### src/rtl/ketchup_pkg.sv
// Shared types and constants for the Ketchup stream feeder slice.
package ketchup_pkg;

  localparam int unsigned KECCAK_WORD_W = 32;
  localparam int unsigned BYTES_W       = 2;
  localparam int unsigned ENTRY_W       = 35;

  // Bit offsets of the fields inside a flat FIFO entry.
  localparam int unsigned DATA_LSB  = 0;
  localparam int unsigned BYTES_LSB = 32;
  localparam int unsigned LAST_BIT  = 34;

  typedef enum logic [1:0] {
    ST_IDLE        = 2'd0,
    ST_ABSORB      = 2'd1,
    ST_WAIT_DIGEST = 2'd2,
    ST_DONE        = 2'd3
  } feeder_state_e;

  typedef struct packed {
    logic                     last;
    logic [BYTES_W-1:0]       bytes;
    logic [KECCAK_WORD_W-1:0] data;
  } word_entry_t;

  // Build a FIFO entry; the byte count only carries meaning on the final word.
  function automatic word_entry_t make_entry(input logic                     last,
                                             input logic [BYTES_W-1:0]       bytes,
                                             input logic [KECCAK_WORD_W-1:0] data);
    word_entry_t e;
    e.last  = last;
    e.bytes = last ? bytes : BYTES_W'(0);
    e.data  = data;
    return e;
  endfunction

endpackage

### src/rtl/ketchup_word_fifo.sv
// Show-ahead word FIFO with wrap-bit pointers, synchronous reset and flush.
module ketchup_word_fifo
  import ketchup_pkg::*;
#(
  parameter int unsigned DEPTH = 8,
  localparam int unsigned PTR_W   = $clog2(DEPTH),
  localparam int unsigned LEVEL_W = PTR_W + 1
) (
  input  logic               clk,
  input  logic               reset,
  input  logic               flush,
  input  logic               push,
  input  logic [ENTRY_W-1:0] push_data,
  input  logic               pop,
  output logic [ENTRY_W-1:0] head,
  output logic               full,
  output logic               empty,
  output logic [LEVEL_W-1:0] level
);

  logic [ENTRY_W-1:0] mem [DEPTH];
  logic [PTR_W:0]     wr_ptr;
  logic [PTR_W:0]     rd_ptr;
  logic               push_ok;
  logic               pop_ok;

  assign push_ok = push && !full;
  assign pop_ok  = pop && !empty;

  assign empty = (wr_ptr == rd_ptr);
  assign full  = (wr_ptr[PTR_W] != rd_ptr[PTR_W]) &&
                 (wr_ptr[PTR_W-1:0] == rd_ptr[PTR_W-1:0]);
  assign level = LEVEL_W'(wr_ptr - rd_ptr);
  assign head  = mem[rd_ptr[PTR_W-1:0]];

  // Pointer update; flush empties the queue without touching storage.
  always_ff @(posedge clk) begin
    if (reset || flush) begin
      wr_ptr <= '0;
      rd_ptr <= '0;
    end else begin
      if (push_ok) wr_ptr <= wr_ptr + (PTR_W+1)'(1);
      if (pop_ok)  rd_ptr <= rd_ptr + (PTR_W+1)'(1);
    end
  end

  // Storage write; contents are don't-care until a pointer covers them.
  always_ff @(posedge clk) begin
    if (push_ok && !flush && !reset) mem[wr_ptr[PTR_W-1:0]] <= push_data;
  end

endmodule

### src/rtl/ketchup_stream_feeder.sv
// Buffered bridge from the register front-end to the keccak core with digest latch.
module ketchup_stream_feeder
  import ketchup_pkg::*;
#(
  parameter int unsigned FIFO_DEPTH   = 8,
  parameter int unsigned DIGEST_WIDTH = 512,
  localparam int unsigned LEVEL_W     = $clog2(FIFO_DEPTH) + 1
) (
  input  logic                     clk,
  input  logic                     reset,
  input  logic                     wr_valid,
  output logic                     wr_ready,
  input  logic [KECCAK_WORD_W-1:0] wr_data,
  input  logic                     wr_last,
  input  logic [BYTES_W-1:0]       wr_bytes,
  input  logic [1:0]               out_size,
  input  logic                     soft_reset,
  output logic                     core_reset,
  output logic [KECCAK_WORD_W-1:0] core_in,
  output logic                     core_in_ready,
  output logic                     core_is_last,
  output logic [BYTES_W-1:0]       core_byte_num,
  output logic [1:0]               core_out_size,
  input  logic                     core_buffer_full,
  input  logic [DIGEST_WIDTH-1:0]  core_out,
  input  logic                     core_out_ready,
  output logic [DIGEST_WIDTH-1:0]  digest,
  output logic                     digest_valid,
  output logic                     busy,
  output logic [LEVEL_W-1:0]       fifo_level,
  output logic                     err_overflow,
  output logic                     irq
);

  feeder_state_e            state;
  logic                     last_accepted;
  logic                     fifo_full;
  logic                     fifo_empty;
  logic [ENTRY_W-1:0]       head;
  logic [ENTRY_W-1:0]       push_entry;
  logic                     push;
  logic                     pop;
  logic                     drop;
  logic                     head_last;
  logic [BYTES_W-1:0]       head_bytes;
  logic [KECCAK_WORD_W-1:0] head_data;

  // Head entry field split.
  assign head_last  = head[LAST_BIT];
  assign head_bytes = head[BYTES_LSB +: BYTES_W];
  assign head_data  = head[DATA_LSB +: KECCAK_WORD_W];

  // Front-end acceptance; reset and soft_reset both block the write path.
  assign wr_ready = !reset && !soft_reset && !fifo_full && !last_accepted &&
                    (state != ST_DONE);
  assign push     = wr_valid && wr_ready;
  assign drop     = wr_valid && !wr_ready && !soft_reset;
  assign push_entry = ENTRY_W'(make_entry(wr_last, wr_bytes, wr_data));

  // Core issue: combinational handshake, head popped on the same edge.
  assign core_in_ready = !reset && !soft_reset && (state == ST_ABSORB) &&
                         !fifo_empty && !core_buffer_full;
  assign pop           = core_in_ready;
  assign core_in       = core_in_ready ? head_data : KECCAK_WORD_W'(0);
  assign core_is_last  = core_in_ready && head_last;
  assign core_byte_num = (core_in_ready && head_last) ? head_bytes : BYTES_W'(0);

  assign busy = (state == ST_ABSORB) || (state == ST_WAIT_DIGEST);

  ketchup_word_fifo #(
    .DEPTH (FIFO_DEPTH)
  ) u_fifo (
    .clk       (clk),
    .reset     (reset),
    .flush     (soft_reset),
    .push      (push),
    .push_data (push_entry),
    .pop       (pop),
    .head      (head),
    .full      (fifo_full),
    .empty     (fifo_empty),
    .level     (fifo_level)
  );

  // Feeder FSM, digest latch, sticky error and pulse outputs.
  always_ff @(posedge clk) begin
    if (reset) begin
      state         <= ST_IDLE;
      last_accepted <= 1'b0;
      err_overflow  <= 1'b0;
      digest        <= '0;
      digest_valid  <= 1'b0;
      irq           <= 1'b0;
      core_out_size <= 2'd0;
      core_reset    <= 1'b1;
    end else begin
      irq        <= 1'b0;
      core_reset <= soft_reset;
      if (soft_reset) begin
        state         <= ST_IDLE;
        last_accepted <= 1'b0;
        err_overflow  <= 1'b0;
        digest        <= '0;
        digest_valid  <= 1'b0;
      end else begin
        if (drop) err_overflow <= 1'b1;
        if (push && wr_last) last_accepted <= 1'b1;
        case (state)
          ST_IDLE: begin
            if (push) begin
              state         <= ST_ABSORB;
              core_out_size <= out_size;
            end
          end
          ST_ABSORB: begin
            if (pop && head_last) state <= ST_WAIT_DIGEST;
          end
          ST_WAIT_DIGEST: begin
            if (core_out_ready) begin
              state        <= ST_DONE;
              digest       <= core_out;
              digest_valid <= 1'b1;
              irq          <= 1'b1;
            end
          end
          ST_DONE: begin
            state <= ST_DONE;
          end
          default: state <= ST_IDLE;
        endcase
      end
    end
  end

endmodule

### config.mk
export PLATFORM = sky130hd
export DESIGN_NAME = ketchup_stream_feeder
export DESIGN_NICKNAME = d
export VERILOG_FILES = /design/src/rtl/ketchup_pkg.sv /design/src/rtl/ketchup_word_fifo.sv /design/src/rtl/ketchup_stream_feeder.sv
export SDC_FILE = /design/constraint.sdc
export NUM_CORES = 1
export LEC_CHECK = 0
export ABC_AREA = 1
export ABC_CLOCK_PERIOD_IN_PS = 7000
export BUFFER_PORTS_ARGS = -buffer_cell sky130_fd_sc_hd__buf_4
export CAP_MARGIN = 30
export CORE_AREA = 3 3 430 432
export DETAILED_ROUTE_END_ITERATION = 7
export DIE_AREA = 0 0 433 435
export HOLD_SLACK_MARGIN = 0.12
export PLACE_DENSITY = 0.38
export SLEW_MARGIN = 0
export SYNTH_ARGS = -nofsm -noshare
export SYNTH_HDL_FRONTEND = slang
export SYNTH_SLANG_ARGS = --single-unit
### constraint.sdc
create_clock -name clk -period 7 [get_ports clk]
set_input_delay 1.4 -clock clk [delete_from_list [all_inputs] [get_ports clk]]
set_output_delay 1.4 -clock clk [all_outputs]
set_load 0.01 [all_outputs]
After elaboration in Yosys (flattened, before gate mapping)
Memories as Yosys holds them, arrays and structs flattened. A register that Yosys moved wholly into a read port is not among the register bits.
Cells that the tools add are included.
{"block": "totals", "register_bits": 529, "latchBits": 0, "ramBits": 280, "romBits": 0, "in_bits": 555, "output_inout_bits": 560, "wordCells": 70, "mem_count": 1}
{"name": "u_fifo.mem", "depth": 8, "word_bits": 35, "read_ports": 1, "rd_clocked_by_memory_dff": 1, "write_ports": 1, "line_no": "ketchup_word_fifo.sv:21", "text": "logic [ENTRY_W-1:0] mem [DEPTH];"}
{"block": "op_classes", "add_sub_neg": 3, "n_mul": 0, "div": 0, "magnitude_cmp": 0, "n_eq_ne": 10, "shifts": 0, "n_mux": 12, "bitwise": 2, "reduce_logical": 32}
{"operator": "32-bit two-way mux", "count": 1}
{"operator": "1-bit logical AND", "count": 17}
{"operator": "2-bit two-way mux", "count": 5}
{"operator": "4-bit by 1-bit adder with 4-bit output (second input constant)", "count": 2}
{"operator": "2-bit inequality test (second input constant)", "count": 4}
{"operator": "2-bit one-hot mux with 4 select lines", "count": 1}
{"operator": "1-bit zero test", "count": 7}
{"operator": "3-bit two-way mux", "count": 2}
{"operator": "3-bit AND reduction", "count": 2}
{"operator": "2-bit equality test (second input constant)", "count": 2}
{"operator": "4-bit equality test", "count": 1}
{"operator": "4-bit subtractor", "count": 1}
{"operator": "3-bit equality test", "count": 1}
{"operator": "1-bit two-way mux", "count": 3}
{"operator": "3-bit OR reduction", "count": 1}
{"operator": "2-bit by 1-bit equality test with 1-bit output (second input constant)", "count": 1}
{"operator": "2-bit zero test", "count": 1}
{"operator": "1-bit logical OR", "count": 2}
{"operator": "1-bit inverter", "count": 2}
{"operator": "2-bit AND reduction", "count": 1}
{"operator": "2-bit OR reduction", "count": 1}
{"operator": "1-bit inequality test", "count": 1}

Depth between registers and ports, before layout
Gate-level depths: netlist of the first run.
{"block": "depth", "word_depth": 12, "mapped_depth": 11, "mapped_depth_nobuf": 11}

Cells and area by module
Synthesis of the first run repeated with hierarchy kept, for this count alone.
{"block": "hier_totals", "cells_unflattened": 3315, "area_unflattened_um2": 30092.6}
{"module": "ketchup_stream_feeder", "n_inst": 1, "cells_each": 2357, "area_each_um2": 18267.5, "seq_area_each_um2": 10430.0}
{"module": "ketchup_word_fifo", "n_inst": 1, "cells_each": 958, "area_each_um2": 11825.1, "seq_area_each_um2": 8628.3}

Least setup slack after synthesis of the first run
OpenSTA, ideal clock, no wires.
{"block": "synth_path", "path_type": "input-to-reg", "startpoint": "in soft_reset", "endpoint": "mem u_fifo.mem[4][0] (enable)", "setup_time_ps": 471, "t_arrival_ps": 4460, "required_time_ps": 6529, "path_slack_ps": 2069, "stages": 7, "path_buffers": 0, "cell_sequence": "inv_2 > nand2_2 > nor2_1 > nand3_2 > inv_2 > nand2_1 > nor3_1"}
{"block": "synth_via", "elab_chain_cells": 11}
{"item": "start, declared", "line_no": "ketchup_stream_feeder.sv:17", "text": "input logic soft_reset,"}
{"item": "1-bit zero test (*)", "line_no": "ketchup_word_fifo.sv:49, ketchup_stream_feeder.sv:54"}
{"item": "1-bit logical AND (4 in series)", "line_no": "ketchup_stream_feeder.sv:54", "text": "assign wr_ready = !reset && !soft_reset && !fifo_full && !last_accepted &&"}
{"item": "1-bit logical AND", "line_no": "ketchup_stream_feeder.sv:56", "text": "assign push = wr_valid && wr_ready;"}
{"item": "1-bit logical AND", "line_no": "ketchup_word_fifo.sv:27", "text": "assign push_ok = push && !full;"}
{"item": "1-bit logical AND (*) (2 in series)", "line_no": "ketchup_word_fifo.sv:49", "text": "if (push_ok && !flush && !reset) mem[wr_ptr[PTR_W-1:0]] <= push_data;"}
{"item": "1-bit two-way mux (*)", "line_no": "ketchup_word_fifo.sv:49"}
{"item": "1-bit two-way mux (not written as such) (*)", "line_no": "ketchup_word_fifo.sv:49"}
{"item": "end, declared", "line_no": "ketchup_word_fifo.sv:21"}
Every way passes the cells marked *; elsewhere a longest branch is shown, timed or not.

Worst setup path in the final report of the first run
{"block": "layout_path", "startpoint": "in reset", "endpoint": "out core_in[4]"}
{"block": "layout_via", "elab_chain_cells": 6}
{"item": "start, declared", "line_no": "ketchup_stream_feeder.sv:10", "text": "input logic reset,"}
{"item": "1-bit zero test", "line_no": "ketchup_stream_feeder.sv:61", "text": "assign core_in_ready = !reset && !soft_reset && (state == ST_ABSORB) &&"}
{"item": "1-bit logical AND (3 in series)", "line_no": "ketchup_stream_feeder.sv:61"}
{"item": "1-bit logical AND", "line_no": "ketchup_stream_feeder.sv:62", "text": "!fifo_empty && !core_buffer_full;"}
{"item": "32-bit two-way mux", "line_no": "ketchup_stream_feeder.sv:64", "text": "assign core_in = core_in_ready ? head_data : KECCAK_WORD_W'(0);"}
{"item": "end, declared", "line_no": "ketchup_stream_feeder.sv:19", "text": "output logic [KECCAK_WORD_W-1:0] core_in,"}
Every way passes these cells.

==> results of run 1 <==
==> final timing paths <==
path / cells past startpoint / to
max: 9 / core_in[4]
min: 2 / digest[423]
max reg2reg: 7 / digest[76]
min reg2reg: 2 / digest[423]
==> metal layers <==
metal  up-vias  part of all wire  track usage  wire length (um)
met5         -           0.00068            0               124
met4        18             0.041       0.0749              7530
met3       279              0.11       0.0945             19700
met2       886              0.51        0.334             94400
met1     13000              0.34        0.181             61700
li1      12600                 -            -                 -
==> cell families (layout without fill, tap and decap cells) <==
family / Yosys count / in the layout / synth area share
buffers and inverters: 256 / 1367 / 0.0383
other: 0 / 28 / 0
XOR/XNOR: 2 / 2 / 0.000595
adder cells (fa/ha/maj): 11 / 11 / 0.00493
AO/OA/AOI/OAI: 671 / 671 / 0.121
AND/OR/NAND/NOR: 1407 / 1407 / 0.187
flip-flops: 812 / 812 / 0.647
==> stage by stage <==
stage,cell area (sq um),instances
6_report,43800,6668
5_1_grt,43700,6650
4_1_cts,43700,6640
3_5_place_dp,40200,6448
3_3_place_gp,40100,6446
2_1_floorplan,29400,3159
==> critical path: stages <==
cell and delay, ps:
buf_4 130, inv_2 90, nand2_8 400, inv_2 360, nand2_1 140, inv_2 80, nand2_2 490, nor3_1 450
buf_4 180
==> cells in the mapped netlist (2+ instances only) <==
master    number  share of area
o21ai_0       68          0.012
o221a_1       11         0.0042
nand3_1       77          0.013
buf_6          4         0.0015
nor2_2         2        0.00042
a22oi_1        2        0.00051
buf_2         76          0.013
inv_2          8         0.0010
buf_1         31         0.0040
ha_1          10         0.0043
nand2_2        5         0.0011
inv_1         23         0.0029
clkbuf_1     102          0.013
dfxtp_1      532           0.36
edfxtp_1     280           0.29
nor2_1        83          0.011
xnor2_1        2        0.00060
o221a_2       21         0.0080
nor3_2        11         0.0037
buf_4         10         0.0025
nand2_1     1197           0.15
nand3_2        2        0.00068
o21ai_1        3        0.00051
nor3_1        28         0.0048
a32o_1         2        0.00068
a21oi_1      563          0.096
==> final cells by class <==
cell class,count,area (sq um),area share
Sequential cell,812,19100,0.436
Multi-Input combinational cell,2091,9320,0.213
Clock inverter,43,489,0.0112
Timing Repair Buffer,1143,8700,0.199
Inverter,32,130,0.00297
Antenna cell,28,70.1,0.00160
Clock buffer,149,3030,0.0693
Tap cell,2370,2970,0.0677
==> report_power, final <==
part           total, mW  internal (mW)  switching [mW]
clock network       5.52           3.24            2.28
logic              0.547          0.261           0.286
registers           4.92           4.90          0.0155
total               11.0           8.40            2.59
==> state kept, by name, indices dropped and copies added, names as in the netlist, named ones only <==
| register | flops |
|---|---|
| err_overflow | 1 |
| digest_valid | 1 |
| irq | 1 |
| u_fifo.rd_ptr | 4 |
| state | 2 |
| u_fifo.wr_ptr | 4 |
| last_accepted | 1 |
| digest | 512 |
| core_reset | 1 |
| u_fifo.mem | 280 |
| core_out_size | 2 |
==> reports/qor.yml, run 1 <==
outcome:
  outcome: "finished, final reports clean"
routing:
  vias: 26800
  firstDrtPassIters: 8
  drt-total-wl_um: 184000
  drt_iter0_markers: 1602
  wl_per_cell_um: 27.5
  via_per_inst: 4.02
  drcViolationCount: 0
  final_antenna_net_count: 0
placement:
  finalWeightedCongestion: 0.927
  portBuffers: 1114
  dpl_worst_slack_ps: 1770
  hpwl_um: 142000
sta:
  slew_viol_final: 0
  fmax_ghz: 0.195
  max_slew.worst_pin.slew_ps: 1360
  maxSlewHeadroom: 0.0944
  rsz0062_at_grt: "false"
  fin_crit_sh: 0.733
  finalSetupTns_ps: 0
  holdWs_ps: 463
  finalSetupViolCount: 0
  fin_crit_ps: 5130
  skew_ps: 33.7
  hold_viol: 0
  setup_slack_ps: 1870
clock_network:
  worstSkewPairLatency_ps: 770
  cts_tree: "yes"
  ctsHoldBuffers: 0
  clockBufferDepth: 3
  ctsResizeCount: 0
  h-tree-depth: 3
  cts-root-buf: "clkbuf_16"
  path_clk_slew_ps: 60
  cts_made_buffers: 103
  cts_sinks: 812
  postCtsSetupBuffers: 0
critical_path:
  cp.required_ps: 5600
  path_max_fanout: 97
  endpoint_kind: "output pin"
  worstSetupStartpointType: "primary input"
  reg2reg_from: "state[0]"
  rrSetupSlack_ps: 3780
  critical_path_class: "primary input to output pin"
  cp.arrival_ps: 3730
  critPathLaunch: "reset"
synthesis:
  ys_ff_latch: 812
  ys_seq_area_frac: 0.647
  synth-main-ff-cell: "dfxtp_1"
  syn_inst: 3159
  synth_warnings: 0
  synth_edf_count: 280
  avgSynthCellArea_sq_um: 9.32
  syn-cell-area_sq_mm: 0.0294
  async_flop_share: 0
  synth_fp_nets: 3725
  yosys.cell_types.count: 32
global_routing:
  grt_antenna_before_repair: 82
  grt_pass1_vias: 26100
  grt.overflow.total: 0
  grt_use_total: 0.187
  grt_max_degree: 199
  grt_pass1_wl_um: 239000
layout:
  areaGrowthSynthToFinish_pct: 48.7
  postLayoutCoreUtil: 0.242
  mostFrequentLayoutCells: "nand2_1, buf_4, a21oi_1"
  layout.nets: 4749
  layout-drive-gt1-share: 0.321
  final_common_cell: "nand2_1"
  fillers: 19900
worst_hold_path:
  hp-class: "register to register"
  hp-start: "digest[423]"
floorplan:
  fp.coreArea_sq_mm: 0.181
  boundaryPins: 1115
  fp.dieArea_sq_mm: 0.188
  die_w_um: 433
  rows: 156
  start_util: 0.163
  die_height_um: 435
power:
  p_leak_nw: 16.4
  p_per_area_mw_per_mm2: 251
  power.total_mw: 11.0
  peakVddDrop_uv: 166
flow_run:
  maxCapViolCount: 0
No activity file was read; power rests on OpenSTA's default activity.
==> inputs of run 2 (changes only) <==
- ABC_AREA: 1 -> 0
- ABC_CLOCK_PERIOD_IN_PS: 7000 -> 4700
- CORE_AREA: 3 3 430 432 -> 3 3 428 430
- DIE_AREA: 0 0 433 435 -> 0 0 431 433
- PLACE_DENSITY: 0.38 -> 0.39
- clock period: 7 -> 4.7 ns (I/O delays scaled with it)
==> run 2 against run 1 <==
  * Sequential power rose by 48%
  * Routed wire length fell by 21%
  * Via count shrank 9.9%
  * Sequential share of layout area rose by 0.30 points
  * Critical path depth is 3 lower
  * Power increased by 44%
  * Final area is 0.67% lower
  * Largest power group unchanged
==> reports/qor.yml, run 2 <==
routing:
  drt-total-wl_um: 144000
  via_per_inst: 3.83
  vias: 24200
  firstDrtPassIters: 5
  wl_per_cell_um: 22.8
  drcViolationCount: 0
  final_antenna_net_count: 0
  drt_iter0_markers: 1213
layout:
  layout-drive-gt1-share: 0.353
  areaGrowthSynthToFinish_pct: 50.3
  max_flop_register: "digest"
  largest_reg_flops: 512
  final_common_cell: "buf_4"
  mostFrequentLayoutCells: "buf_4, nand2_1, dfxtp_1"
  layout.nets: 4414
sta:
  maxSlewHeadroom: 0.456
  fin_crit_sh: 0.858
  finalSetupTns_ps: 0
  max_slew.worst_pin.slew_ps: 815
  slew_viol_final: 0
  skew_ps: 49.7
  fin_crit_ps: 4030
  setup_slack_ps: 668
  rsz0062_at_grt: "false"
  fmax_ghz: 0.248
  hold_viol: 0
  finalSetupViolCount: 0
flow_run:
  maxCapViolCount: 0
critical_path:
  cp.arrival_ps: 3090
  critical_path_class: "register to output pin"
  worstSetupStartpointType: "register"
  endpoint_kind: "output pin"
  reg2reg_from: "u_fifo.wr_ptr[1]"
  rrSetupSlack_ps: 1980
  cp.required_ps: 3760
  r2r-end: "u_fifo.mem[2][24]"
  r2r_cells: 5
  path_max_fanout: 36
worst_hold_path:
  hold_depth: 2
  hp-start: "reset"
  hp-class: "primary input to register"
  hold_end: "core_out_size[0]"
global_routing:
  grt.overflow.total: 0
  grt_antenna_before_repair: 41
  grt_pass1_vias: 23800
  grt_max_degree: 117
  grt_pass1_wl_um: 193000
  grt_use_total: 0.146
power:
  clkPwrFrac: 0.493
  peakVddDrop_uv: 269
  p_switching_mw: 3.68
  pwr-share-comb: 0.045
  p_int_mw: 12.1
  p_leak_nw: 15.9
  p_sw_frac: 0.233
  p_seq_frac: 0.462
  p_per_area_mw_per_mm2: 364
clock_network:
  clockBufferDepth: 3
  ctsHoldBuffers: 0
  h-tree-depth: 3
  path_clk_slew_ps: 60
  cts_tree: "yes"
  postCtsSetupBuffers: 0
  cts-root-buf: "clkbuf_16"
  cts_made_buffers: 102
  worstSkewPairLatency_ps: 740
  cts_sinks: 812
  ctsResizeCount: 0
floorplan:
  fp.dieArea_sq_mm: 0.187
  rows: 156
  fp.coreArea_sq_mm: 0.180
  start_util: 0.161
  die_w_um: 431
  boundaryPins: 1115
  die_height_um: 433
synthesis:
  synth_top_area_share: 0.368
  yosysTopAreaCell: "dfxtp_1"
  ys_seq_area_frac: 0.659
  synth_xor_area_frac: 0.00242
  avgSynthCellArea_sq_um: 10.4
  synth_edf_count: 280
  synth_top_family_by_area: "simple AND/OR/NAND/NOR gates"
  synthMuxAreaShare: 0.0673
  syn_inst: 2785
  syn-cell-area_sq_mm: 0.0289
  synth.area.top_cells: "dfxtp_1, edfxtp_1, nand2_1, a21oi_1, mux4_2"
  async_flop_share: 0
  synth_common_cells: "nand2_1, dfxtp_1, a21oi_1, edfxtp_1, clkbuf_1"
  yosys.cell_types.count: 37
  synth_fp_nets: 3351
  synth_warnings: 0
  synth-compound-area-share: 0.0929
  yosysMostFrequentCell: "nand2_1"
  ys_ff_latch: 812
  yosys.area_share.simple: 0.146
  synthAdderAreaFrac: 0.00502
  synth-main-ff-cell: "dfxtp_1"
placement:
  portBuffers: 1114
  finalWeightedCongestion: 0.801
  hpwl_um: 107000
  dpl_worst_slack_ps: 1110
outcome:
  outcome: "finished, final reports clean"
-- run 2: cell count changes in the layout (fill, tap and decap cells not counted), moves of 14 or more --
cell and change:
nand2_1 -167, nand3_1 -75, mux4_2 +69, o21ai_0 -66, a21oi_1 -45, mux2i_1 +37
nor2_1 -31, nor3_1 -21, o221a_2 -21, buf_12 +14, clkbuf_1 +14
-- run 2: layout make-up --
cell class / count / area, sq um
fill: 19500 / 137000
sequential: 812 / 19100
multi-input combinational: 1765 / 9140
timing repair buffer: 1155 / 8920
tap: 2370 / 2970
clock buffer: 150 / 2910
clock inverter: 33 / 397
inverter: 12 / 45.0
antenna: 16 / 40.0
-- run 2: worst max-delay path: stages (launching register included) --
cell and delay [ps]:
dfxtp_1 620, ha_1 350, and3_1 210, a211o_1 300
buf_4 260, nor2_1 400, buf_4 210
-- run 2: worst max-delay path by stage --
stage / from / endpoint / slack [ps] / cells after the start
CTS: register / core_in[7] / 590 / 5
finish: u_fifo.wr_ptr[1] / core_in[27] / 670 / 6
global placement: soft_reset / core_in[27] / 1130 / 6
detailed placement: soft_reset / core_in[26] / 1110 / 6
floorplan: soft_reset / u_fifo.mem[1][0] / 50 / 3
global route: u_fifo.wr_ptr[1] / core_in[26] / 510 / 6
-- run 2: layer usage --
metal / GRT usage / vias up / routed length [um]
met4: 0.0549 / 6 / 4730
met1: 0.171 / 11600 / 56900
met3: 0.0599 / 192 / 13300
met2: 0.237 / 818 / 69100
li1: - / 11500 / -
met5: 0 / - / 41
-- run 2: metrics by stage --
| stage | std cells | power, mW | hold WS (ps) | cell area (sq um) | utilization |
|---|---|---|---|---|---|
| 2_1_floorplan | 2785 | 7.63 | 437 | 28900 | - |
| 5_1_grt | 6311 | 16.5 | 358 | 43500 | 0.241 |
| 4_1_cts | 6297 | 16.2 | 335 | 43400 | 0.241 |
| 3_3_place_gp | 6113 | 8.18 | 442 | 40100 | 0.223 |
| 3_5_place_dp | 6114 | 8.18 | 447 | 40100 | 0.223 |
| 6_report | 6313 | 15.8 | 428 | 43500 | 0.241 |
-- run 2: power by group through the flow --
stage               logic [mW]  clock network [mW]  registers, mW
finish                   0.715                7.79           7.30
global route             0.774                8.38           7.30
CTS                      0.731                8.14           7.30
detailed placement       0.729                   0           7.45
global placement         0.728                   0           7.45
floorplan                0.169                   0           7.46
-- run 2: logic make-up (layout without fill, tap and decap cells) --
logic type,after synthesis,in the layout
other,0,16
DFF,812,812
buffers and inverters,208,1350
xor gates and xnor gates,8,8
and+or+nand+nor,1108,1108
AOI/OAI and AO/OA,530,530
muxes,108,108
adders and majority gates,11,11
==> inputs of run 3 (changes only) <==
- CORE_AREA: 3 3 428 430 -> 3 3 427 429
- DIE_AREA: 0 0 431 433 -> 0 0 430 432
- SYNTH_HIERARCHICAL: not set -> 1
==> run 3 against run 2 <==
  * Sequential power barely moved
  * Via count rose by 1.3%
  * First-iteration DRC count rose by 31%
  * Final area rose by 1.4%
  * Flip-flop and latch count did not move
  * Sequential share of layout area fell by 0.61 points
  * Largest cell class unchanged
==> reports/qor.yml, run 3 <==
outcome:
  outcome: "finished, final reports clean"
clock_network:
  ctsResizeCount: 0
  cts_tree: "yes"
  clockBufferDepth: 3
  cts_made_buffers: 104
  cts_sinks: 812
  h-tree-depth: 3
  worstSkewPairLatency_ps: 740
  path_clk_slew_ps: 60
  cts-root-buf: "clkbuf_16"
  postCtsSetupBuffers: 0
  ctsHoldBuffers: 0
sta:
  skew_ps: 26.5
  max_slew.worst_pin.slew_ps: 953
  rsz0062_at_grt: "false"
  fmax_ghz: 0.245
  slew_viol_final: 0
  fin_crit_sh: 0.867
  finalSetupViolCount: 0
  fin_crit_ps: 4070
  hold_viol: 0
  maxSlewHeadroom: 0.365
  setup_slack_ps: 625
  finalSetupTns_ps: 0
layout:
  multi_input_area_sq_mm: 0.00957
  final_common_cell: "buf_4"
  largest_reg_flops: 512
  fin_area_sq_mm: 0.0441
  layout-drive-gt1-share: 0.350
  seq_area_sq_mm: 0.0191
  areaGrowthSynthToFinish_pct: 49.7
  layout.nets: 4431
  fillers: 19300
  mostFrequentLayoutCells: "buf_4, nand2_1, dfxtp_1"
  max_flop_register: "digest"
routing:
  drcViolationCount: 0
  vias: 24500
  drt-total-wl_um: 147000
  via_per_inst: 3.87
  drt_iter0_markers: 1583
  firstDrtPassIters: 5
  wl_per_cell_um: 23.2
  final_antenna_net_count: 0
synthesis:
  synth-main-ff-cell: "dfxtp_1"
  avgSynthCellArea_sq_um: 10.6
  ys_seq_area_frac: 0.647
  yosysMostFrequentCell: "nand2_1"
  synth_fp_nets: 3356
  synth_warnings: 6
  syn-cell-area_sq_mm: 0.0295
  synth_common_cells: "nand2_1, dfxtp_1, a21oi_1, edfxtp_1, clkbuf_1"
  synth.area.top_cells: "dfxtp_1, edfxtp_1, nand2_1, a21oi_1, mux4_1"
  syn_inst: 2791
  yosys.cell_types.count: 39
  synth_top_area_share: 0.362
  async_flop_share: 0
  yosysTopAreaCell: "dfxtp_1"
  synth_edf_count: 280
  ys_ff_latch: 812
floorplan:
  boundaryPins: 1115
  die_height_um: 432
  fp.coreArea_sq_mm: 0.179
  die_w_um: 430
  fp.dieArea_sq_mm: 0.186
  rows: 155
  start_util: 0.165
power:
  p_leak_nw: 16.3
  p_per_area_mw_per_mm2: 360
  peakVddDrop_uv: 262
critical_path:
  reg2reg_from: "u_fifo/wr_ptr[2]"
  path_max_fanout: 33
  endpoint_kind: "output pin"
  critical_path_class: "register to output pin"
  rrSetupSlack_ps: 980
  cp.arrival_ps: 3130
  cp.required_ps: 3760
  r2r-end: "u_fifo/mem[0][9]"
  r2r_cells: 9
  worstSetupStartpointType: "register"
global_routing:
  grt_antenna_before_repair: 48
  grt_max_degree: 142
  grt_use_total: 0.150
  grt_pass1_wl_um: 197000
  grt_pass1_vias: 23700
  grt.overflow.total: 0
worst_hold_path:
  hold_depth: 2
  hp-start: "reset"
  hp-class: "primary input to register"
  hold_end: "core_out_size[0]"
placement:
  portBuffers: 1114
  dpl_worst_slack_ps: 963
  hpwl_um: 111000
  placed_area_sq_mm: 0.0406
  finalWeightedCongestion: 0.867
flow_run:
  maxCapViolCount: 0
[run 3: logic make-up (layout without fill, tap and decap cells)]
group                      Yosys count  count (layout)  share of synthesized area
AOI/OAI and AO/OA                  531             531                     0.0912
DFF                                812             812                      0.647
buffers and inverters              208            1366                     0.0306
muxes                              107             107                     0.0765
adders and majority gates           10              10                    0.00450
other                                0              22                          0
xor gates and xnor gates             9               9                    0.00293
and+or+nand+nor                   1114            1114                      0.147
[run 3: final cells by class]
type | count | share of cell area
Inverter | 11 | 0.00111
Clock buffer | 136 | 0.0654
Clock inverter | 53 | 0.0126
Multi-Input combinational cell | 1771 | 0.217
Tap cell | 2355 | 0.0668
Timing Repair Buffer | 1166 | 0.203
Antenna cell | 22 | 0.00125
Sequential cell | 812 | 0.432
[run 3: how the worst max path moves through the flow]
| stage | from | endpoint | slack, ps | cells past startpoint |
|---|---|---|---|---|
| final | register | core_in[23] | 630 | 5 |
| after global routing | u_fifo/wr_ptr[2] | core_byte_num[1] | 350 | 7 |
| after CTS | u_fifo/wr_ptr[2] | core_byte_num[1] | 410 | 7 |
| after detailed placement | u_fifo/wr_ptr[2] | u_fifo/mem[1][8] | 960 | 9 |
| after global placement | u_fifo/wr_ptr[2] | u_fifo/mem[1][8] | 1010 | 9 |
| after floorplan | u_fifo/wr_ptr[1] | u_fifo/mem[3][0] | 590 | 9 |
[run 3: report_power, final]
group,switching [mW],internal [mW]
Clock,3.34,4.72
Sequential,0.00284,7.26
Combinational,0.228,0.317
Total,3.57,12.3
[run 3: critical path, cell delays in order, from the launching register on]
cell     delay (ps)
dfxtp_4         730
buf_4           400
mux4_1          610
mux2_2          330
and2_1          150
buf_4           140
[run 3: metal layers]
layer	GRT usage	part of all wire	vias to the layer above
li1	-	-	11700
met1	0.194	0.44	11800
met2	0.232	0.46	780
met3	0.0502	0.074	204
met4	0.0573	0.029	2
met5	0	0.000068	-
[run 3: metrics by stage]
step / util / instances / hold WS (ps) / total power, mW
floorplan: - / 2791 / 430 / 7.51
detailed placement: 0.227 / 6115 / 447 / 7.97
CTS: 0.247 / 6304 / 284 / 16.2
finish: 0.247 / 6326 / 401 / 15.9
global route: 0.247 / 6322 / 328 / 16.5
global placement: 0.227 / 6114 / 442 / 7.97
